## src/rtl/cnn_layer_accel_seq_fetch_if.sv

```systemverilog
// Sequence-fetch bus: memory read port towards sequence memory and pop port towards the quad.
// The master modport is the prefetcher side.
interface cnn_layer_accel_seq_fetch_if #(
  parameter int unsigned W = 16,
  parameter int unsigned A = 12
);
  logic         mem_rd_en;
  logic [A-1:0] mem_rd_addr;
  logic [W-1:0] mem_rd_data;
  logic         seq_rden;
  logic [W-1:0] seq_dataout;
  logic         seq_dataout_valid;

  modport master (
    output mem_rd_en, mem_rd_addr, seq_dataout, seq_dataout_valid,
    input  mem_rd_data, seq_rden
  );

  modport slave (
    input  mem_rd_en, mem_rd_addr, seq_dataout, seq_dataout_valid,
    output mem_rd_data, seq_rden
  );
endinterface

```

## src/rtl/cnn_layer_accel_seq_fetch.sv

```systemverilog
// Sequencer-word prefetcher: streams seq_len words x num_passes from sequence memory into a
// small first-word-fall-through FIFO so the quad sees one word per seq_rden.
module cnn_layer_accel_seq_fetch #(
  parameter int unsigned C_SEQ_DATA_WIDTH = 16,
  parameter int unsigned C_SEQ_DATA_DEPTH = 2560,
  parameter int unsigned C_MEM_LATENCY    = 2,
  parameter int unsigned C_FIFO_DEPTH     = 8
) (
  input  logic                                  clk_500MHz,
  input  logic                                  accel_rst_n,
  input  logic                                  i_start,
  input  logic [$clog2(C_SEQ_DATA_DEPTH)-1:0]   i_seq_base,
  input  logic [$clog2(C_SEQ_DATA_DEPTH):0]     i_seq_len,
  input  logic [15:0]                           i_num_passes,
  output logic                                  o_busy,
  output logic                                  o_done,
  output logic                                  o_underrun,
  cnn_layer_accel_seq_fetch_if.master           seq_if
);

  localparam int unsigned W   = C_SEQ_DATA_WIDTH;
  localparam int unsigned A   = $clog2(C_SEQ_DATA_DEPTH);
  localparam int unsigned AW1 = A + 1;
  localparam int unsigned L   = C_MEM_LATENCY;
  localparam int unsigned PW  = $clog2(C_FIFO_DEPTH);
  localparam int unsigned CW  = PW + 1;
  localparam int unsigned IW  = $clog2(C_MEM_LATENCY + 2);

  typedef enum logic [3:0] {
    ST_IDLE    = 4'b0001,
    ST_PREFILL = 4'b0010,
    ST_STREAM  = 4'b0100,
    ST_DRAIN   = 4'b1000
  } state_t;

  state_t          r_state;
  logic [A-1:0]    r_base;
  logic [AW1-1:0]  r_len;
  logic [15:0]     r_passes;
  logic [AW1-1:0]  r_offset;
  logic [15:0]     r_pass;
  logic            r_all_issued;
  logic            r_mem_rd_en;
  logic [A-1:0]    r_mem_rd_addr;
  logic [L-1:0]    r_sr;
  logic [W-1:0]    r_fifo [C_FIFO_DEPTH];
  logic [PW-1:0]   r_wr_ptr;
  logic [PW-1:0]   r_rd_ptr;
  logic [CW-1:0]   r_count;
  logic [W-1:0]    r_dout;
  logic            r_dout_valid;
  logic            r_busy;
  logic            r_done;
  logic            r_underrun;

  logic [IW-1:0]   w_inflight;
  logic            w_issue;
  logic            w_last;
  logic            w_off_wrap;
  logic [AW1-1:0]  w_sum;
  logic [A-1:0]    w_addr;
  logic            w_wr;
  logic            w_pop;
  logic [CW-1:0]   w_count_nxt;
  logic [PW-1:0]   w_rd_ptr_nxt;
  logic [L-1:0]    w_sr_nxt;
  logic [W-1:0]    w_head_nxt;

  // Outstanding reads: the strobe on the bus now plus every stage of the return pipe.
  always_comb begin
    w_inflight = IW'(r_mem_rd_en);
    for (int i = 0; i < int'(L); i++) begin
      w_inflight = w_inflight + IW'(r_sr[i]);
    end
    w_sr_nxt    = '0;
    w_sr_nxt[0] = r_mem_rd_en;
    for (int i = 1; i < int'(L); i++) begin
      w_sr_nxt[i] = r_sr[i-1];
    end
  end

  always_comb begin
    w_off_wrap   = (r_offset == (r_len - AW1'(1)));
    w_last       = w_off_wrap && (r_pass == (r_passes - 16'd1));
    w_issue      = ((r_state == ST_PREFILL) || (r_state == ST_STREAM)) && !r_all_issued &&
                   ((32'(r_count) + 32'(w_inflight)) < 32'(C_FIFO_DEPTH));
    w_sum        = AW1'(r_base) + r_offset;
    w_addr       = (w_sum >= AW1'(C_SEQ_DATA_DEPTH)) ? A'(w_sum - AW1'(C_SEQ_DATA_DEPTH)) : A'(w_sum);
    w_wr         = r_sr[L-1];
    w_pop        = seq_if.seq_rden && r_dout_valid;
    w_count_nxt  = r_count + CW'(w_wr) - CW'(w_pop);
    w_rd_ptr_nxt = r_rd_ptr + PW'(w_pop);
    // Bypass when the next head is the slot being written this cycle.
    w_head_nxt   = (w_wr && (w_rd_ptr_nxt == r_wr_ptr)) ? seq_if.mem_rd_data : r_fifo[w_rd_ptr_nxt];
  end

  always_ff @(posedge clk_500MHz or negedge accel_rst_n) begin
    if (!accel_rst_n) begin
      r_state       <= ST_IDLE;
      r_base        <= '0;
      r_len         <= '0;
      r_passes      <= '0;
      r_offset      <= '0;
      r_pass        <= '0;
      r_all_issued  <= 1'b0;
      r_mem_rd_en   <= 1'b0;
      r_mem_rd_addr <= '0;
      r_sr          <= '0;
      r_dout_valid  <= 1'b0;
      r_busy        <= 1'b0;
      r_done        <= 1'b0;
      r_underrun    <= 1'b0;
    end else begin
      r_done      <= 1'b0;
      r_mem_rd_en <= w_issue;
      r_sr        <= w_sr_nxt;
      if (w_issue) begin
        r_mem_rd_addr <= w_addr;
        if (w_off_wrap) begin
          r_offset <= '0;
          r_pass   <= r_pass + 16'd1;
        end else begin
          r_offset <= r_offset + AW1'(1);
        end
        if (w_last) r_all_issued <= 1'b1;
      end
      if (seq_if.seq_rden && !r_dout_valid) r_underrun <= 1'b1;

      case (r_state)
        ST_IDLE: begin
          r_dout_valid <= 1'b0;
          if (i_start) begin
            r_base       <= i_seq_base;
            r_len        <= i_seq_len;
            r_passes     <= i_num_passes;
            r_offset     <= '0;
            r_pass       <= '0;
            r_all_issued <= 1'b0;
            r_underrun   <= 1'b0;
            if ((i_seq_len == '0) || (i_num_passes == '0)) begin
              r_done <= 1'b1;
            end else begin
              r_state <= ST_PREFILL;
              r_busy  <= 1'b1;
            end
          end
        end
        ST_PREFILL: begin
          r_dout_valid <= 1'b0;
          if ((r_count == CW'(C_FIFO_DEPTH)) || (r_all_issued && (w_inflight == '0))) begin
            r_state      <= ST_STREAM;
            r_dout_valid <= (w_count_nxt != '0);
          end
        end
        ST_STREAM: begin
          r_dout_valid <= (w_count_nxt != '0);
          if ((w_issue && w_last) || r_all_issued) r_state <= ST_DRAIN;
        end
        ST_DRAIN: begin
          if ((w_count_nxt == '0) && (w_sr_nxt == '0)) begin
            r_state      <= ST_IDLE;
            r_busy       <= 1'b0;
            r_done       <= 1'b1;
            r_dout_valid <= 1'b0;
          end else begin
            r_dout_valid <= (w_count_nxt != '0);
          end
        end
        default: begin
          r_state      <= ST_IDLE;
          r_busy       <= 1'b0;
          r_dout_valid <= 1'b0;
        end
      endcase
    end
  end

  // Prefetch FIFO storage, pointers and registered head.
  always_ff @(posedge clk_500MHz or negedge accel_rst_n) begin
    if (!accel_rst_n) begin
      for (int i = 0; i < int'(C_FIFO_DEPTH); i++) r_fifo[i] <= '0;
      r_wr_ptr <= '0;
      r_rd_ptr <= '0;
      r_count  <= '0;
      r_dout   <= '0;
    end else begin
      if (w_wr) begin
        r_fifo[r_wr_ptr] <= seq_if.mem_rd_data;
        r_wr_ptr         <= r_wr_ptr + PW'(1);
      end
      r_rd_ptr <= w_rd_ptr_nxt;
      r_count  <= w_count_nxt;
      r_dout   <= w_head_nxt;
    end
  end

  assign seq_if.mem_rd_en         = r_mem_rd_en;
  assign seq_if.mem_rd_addr       = r_mem_rd_addr;
  assign seq_if.seq_dataout       = r_dout;
  assign seq_if.seq_dataout_valid = r_dout_valid;
  assign o_busy                   = r_busy;
  assign o_done                   = r_done;
  assign o_underrun               = r_underrun;

endmodule

```

## src/flat_wrapper.sv

```systemverilog
// flat-port wrapper written by rule: the top's interface ports become plain ports
module cnn_layer_accel_seq_fetch_flat 
#(
  parameter int unsigned C_SEQ_DATA_WIDTH = 16,
  parameter int unsigned C_SEQ_DATA_DEPTH = 2560,
  parameter int unsigned C_MEM_LATENCY    = 2,
  parameter int unsigned C_FIFO_DEPTH     = 8
)
  (clk_500MHz, accel_rst_n, i_start, i_seq_base, i_seq_len, i_num_passes, o_busy, o_done, o_underrun, seq_if_mem_rd_en, seq_if_mem_rd_addr, seq_if_seq_dataout, seq_if_seq_dataout_valid, seq_if_mem_rd_data, seq_if_seq_rden);
  cnn_layer_accel_seq_fetch_if #(.W((16)), .A((12))) seq_if_i ();
  input  logic clk_500MHz;
  input  logic accel_rst_n;
  input  logic i_start;
  input  logic [$clog2(C_SEQ_DATA_DEPTH)-1:0] i_seq_base;
  input  logic [$clog2(C_SEQ_DATA_DEPTH):0] i_seq_len;
  input  logic [15:0] i_num_passes;
  output logic o_busy;
  output logic o_done;
  output logic o_underrun;
  output wire logic [$bits(seq_if_i.mem_rd_en)-1:0] seq_if_mem_rd_en;
  output wire logic [$bits(seq_if_i.mem_rd_addr)-1:0] seq_if_mem_rd_addr;
  output wire logic [$bits(seq_if_i.seq_dataout)-1:0] seq_if_seq_dataout;
  output wire logic [$bits(seq_if_i.seq_dataout_valid)-1:0] seq_if_seq_dataout_valid;
  input wire logic [$bits(seq_if_i.mem_rd_data)-1:0] seq_if_mem_rd_data;
  input wire logic [$bits(seq_if_i.seq_rden)-1:0] seq_if_seq_rden;
  assign seq_if_mem_rd_en = seq_if_i.mem_rd_en;
  assign seq_if_mem_rd_addr = seq_if_i.mem_rd_addr;
  assign seq_if_seq_dataout = seq_if_i.seq_dataout;
  assign seq_if_seq_dataout_valid = seq_if_i.seq_dataout_valid;
  assign seq_if_i.mem_rd_data = seq_if_mem_rd_data;
  assign seq_if_i.seq_rden = seq_if_seq_rden;
  cnn_layer_accel_seq_fetch #(.C_SEQ_DATA_WIDTH(C_SEQ_DATA_WIDTH), .C_SEQ_DATA_DEPTH(C_SEQ_DATA_DEPTH), .C_MEM_LATENCY(C_MEM_LATENCY), .C_FIFO_DEPTH(C_FIFO_DEPTH)) u_core (.clk_500MHz(clk_500MHz), .accel_rst_n(accel_rst_n), .i_start(i_start), .i_seq_base(i_seq_base), .i_seq_len(i_seq_len), .i_num_passes(i_num_passes), .o_busy(o_busy), .o_done(o_done), .o_underrun(o_underrun), .seq_if(seq_if_i));
endmodule
```

## config.mk

```make
export PLATFORM = sky130hd
export DESIGN_NAME = cnn_layer_accel_seq_fetch_flat
export DESIGN_NICKNAME = d
export VERILOG_FILES = /design/src/rtl/cnn_layer_accel_seq_fetch_if.sv /design/src/rtl/cnn_layer_accel_seq_fetch.sv /design/src/flat_wrapper.sv
export SDC_FILE = /design/constraint.sdc
export NUM_CORES = 1
export LEC_CHECK = 0
export ABC_CLOCK_PERIOD_IN_PS = 7250
export CAP_MARGIN = 20
export CORE_ASPECT_RATIO = 0.6
export CORE_MARGIN = 5
export CORE_UTILIZATION = 55
export CTS_CLUSTER_DIAMETER = 100
export DETAILED_ROUTE_END_ITERATION = 10
export MAX_ROUTING_LAYER = met4
export PLACE_DENSITY = 0.82
export SLEW_MARGIN = 20
export SYNTH_ARGS = -nofsm -noshare
export SYNTH_HDL_FRONTEND = slang
export SYNTH_SLANG_ARGS = --single-unit
```

## constraint.sdc

```tcl
create_clock -name clk_500MHz -period 7.25 [get_ports clk_500MHz]
set_clock_uncertainty 0.2 [all_clocks]
set_input_delay 1.0875 -clock clk_500MHz [delete_from_list [all_inputs] [get_ports clk_500MHz]]
set_output_delay 1.0875 -clock clk_500MHz [all_outputs]
set_load 0.02 [all_outputs]
```

==> reports/metrics.yaml <==
critPathBufInv: 0
outcome: "finished clean"
ctsHtreeMaxLevel: 1
setup.worst_path.end_class: "flop"
crit_family: "simple AND/OR/NAND/NOR gates"
holdWs_ns: 0.260
yosys_warnings: 0
r2r-start: "u_core.r_sr[1]"
cp_slowest_cell: "or4_1"
setup.worst_path.start_class: "flop"
fp.dieArea_um2: 26100
pwr-share-seq_pct: 38.8
final.fill_count: 1710
hold_viol: 0
start_util_pct: 56.5
rows: 42
grt_pass1_wl_um: 48300
avgViaCountPerCell: 5.90
relSlewSlack_pct: 35.0
comb_power_share_pct: 40.5
cp-startpoint: "u_core.r_sr[1]"
power_density_nw_per_um2: 402
clockBufferDepth: 3
cts_tree: "done"
post_layout_nonfiller_instances: 1524
async_reset_ff_share_pct: 100
nets: 1290
clockRootBuffer: "clkbuf_16"
grt_usage_pct: 23.6
finalSetupViolCount: 0
drt-pass1-iter-count: 5
synth-edff-count: 0
path_max_fanout: 26
route.detailed.drc: 0
busiest_layer: "met1"
dp_hpwl_um: 20400
p_total_mw: 5.88
fp.dieH_um: 127
syn_avg_cell_area_um2: 11.3
fin_crit_ns: 4.59
top_level_ports: 94
rsz0062_at_grt: "false"
slew_viol_final: 0
clkTransAtPathRegs_ns: 0.06
grt.overflow.total: 0
grt_util_met3_pct: 3.95
max-vdd-ir-drop_mv: 0.229
multi_input_area_um2: 6120
yosysUniqueCellTypes: 68
regArea_um2: 6210
final_layout_size_suffix_gt1_share_pct: 19.3
crit_path_frequent_cell: "or4_1"
fmax_mhz: 218
cts_setup_buffers: 0
p_switching_mw: 2.09
core_area_um2: 22300
synth_seq_cells: 248
timing.setup.tns_ns: 0
cp.required_ns: 7.49
drt_iter0_markers: 675
p_int_mw: 3.79
switching_share_pct: 35.6
cap_violations: 0
wirelength_um: 29800
hold_path.class: "flop to flop"
path_class: "flop to flop"
synth_fp_nets: 1208
antenna_found_initial: 1
die_x_um: 205
grtUsageMet1_pct: 36.0
fin_util_pct: 65.7
hold_start: "u_core.r_sr[0]"
synth_ff_type: "dfrtp_1"
grt_pass1_vias: 8962
crit_path_max_incr_delay_ns: 0.86
cts_num_sinks: 248
synthCells: 1117
grtUsageMet2_pct: 34.1
syn_to_final_growth_pct: 16.1
dp.cells: 1481
p_clk_share_pct: 20.7
numCtsBuffers: 24
synth_area_um2: 12600
clk-insertion-delay-late_ns: 0.51
gp_congestion: 0.895
post_cts_resized: 0
cp_cell_sequence: "fa_1 -> ha_1 -> a31oi_1 -> mux2i_1 -> nor2_1 -> or4_1 -> or3_1 -> or2_1 -> or4_1 -> a21oi_1"
grt_max_degree: 170
wl_per_cell_um: 19.6
hold_buffers: 0
p_leak_nw: 6.40
finalCritPeriodShare_pct: 63.4
crit_arrival_ns: 4.83
ant_nets: 0
portBuffers: 93
seq_area_frac_synth_pct: 49.3
tightest_slew_ns: 0.975
via_count: 8995
## worst paths after layout
check,end,slack (ns),depth (start not counted)
setup / recovery,u_core.r_pass[9],2.66,10
hold / removal,u_core.r_sr[1],0.26,0
setup reg to reg,u_core.r_pass[9],2.66,10
hold reg to reg,u_core.r_sr[1],0.26,0
max in group asynchronous,u_core.seq_if.seq_dataout[11],5.20,2
min in group asynchronous,u_core.r_passes[6],0.34,1
## cells in the mapped netlist, drive strengths merged (12+ instances only)
cell type / count / area [um^2]
or3: 12 / 75.1
mux4: 32 / 721
o21ai: 28 / 140
xnor2: 39 / 342
ha: 27 / 338
a21oi: 39 / 195
mux2: 129 / 1450
nand3: 14 / 70.1
nor2: 70 / 263
clkbuf: 43 / 163
mux2i: 20 / 200
dfrtp: 247 / 6180
nand2: 161 / 604
nand4: 14 / 87.6
nor3: 22 / 110
xor2: 34 / 298
inv: 26 / 97.6
nor4: 19 / 119
## layout make-up
class,instances,area share [%]
Multi-Input combinational cell,791,41.8
Timing Repair Buffer,108,7.25
Inverter,26,0.667
Sequential cell,248,42.4
Clock inverter,5,0.376
Antenna cell,1,0.0171
Tap cell,308,2.63
Clock buffer,37,4.79
## kinds of logic after synthesis
logic type,after synthesis,synth area share [%]
simple gates,378,14.4
flops,248,49.3
mux,181,18.8
compound gates,129,6.81
buf+inv,78,2.41
xor+xnor,73,5.08
fa+ha+maj,30,3.16
## routing by layer
metal	part of all wire, %	wire, um
met3	5.6	1680
met1	48	14500
met2	44	13300
met4	1.4	413
met5	0	0
## through the flow
stage	cell area [um^2]	setup WS [ns]
after global routing	14600	2.45
after floorplan	12600	3.39
after CTS	14600	2.70
final	14600	2.66
after detailed placement	13900	2.69
after global placement	13900	2.81
## sequential cells by signal, summed over array words and instances, names as in the netlist
name and cells:
u_core.r_sr 2, u_core.r_pass 16, u_core.r_state 4, u_core.r_fifo 128, u_core.r_passes 16, u_core.o_underrun 1, u_core.seq_if.seq_dataout 16, u_core.r_len 13
u_core.r_rd_ptr 3, u_core.r_offset 13, u_core.r_all_issued 1, u_core.seq_if.mem_rd_addr 12, u_core.r_count 4, u_core.r_base 12, u_core.r_wr_ptr 3, u_core.o_done 1
u_core.seq_if.seq_dataout_valid 1, u_core.seq_if.mem_rd_en 1, u_core.o_busy 1
## power groups by stage
stage | Sequential, mW | Clock [mW] | Combinational, mW
CTS | 2.28 | 1.24 | 2.38
global placement | 2.26 | 0 | 2.27
global route | 2.35 | 1.29 | 2.60
floorplan | 2.25 | 0 | 1.71
finish | 2.28 | 1.22 | 2.38
detailed placement | 2.30 | 0 | 2.37
## cell usage in the layout (no fill, tap or decap), drive strengths merged, types with 19 or more instances in the layout
cell,n
xnor2,39
mux4,32
a21oi,39
o21ai,28
dfrtp,247
nor2,70
nand2,161
clkbuf,37
ha,27
clkdlybuf4s50,92
xor2,34
nor3,22
mux2i,20
mux2,129
nor4,19
inv,26
Note: power is estimated with default switching activity, not from simulation.
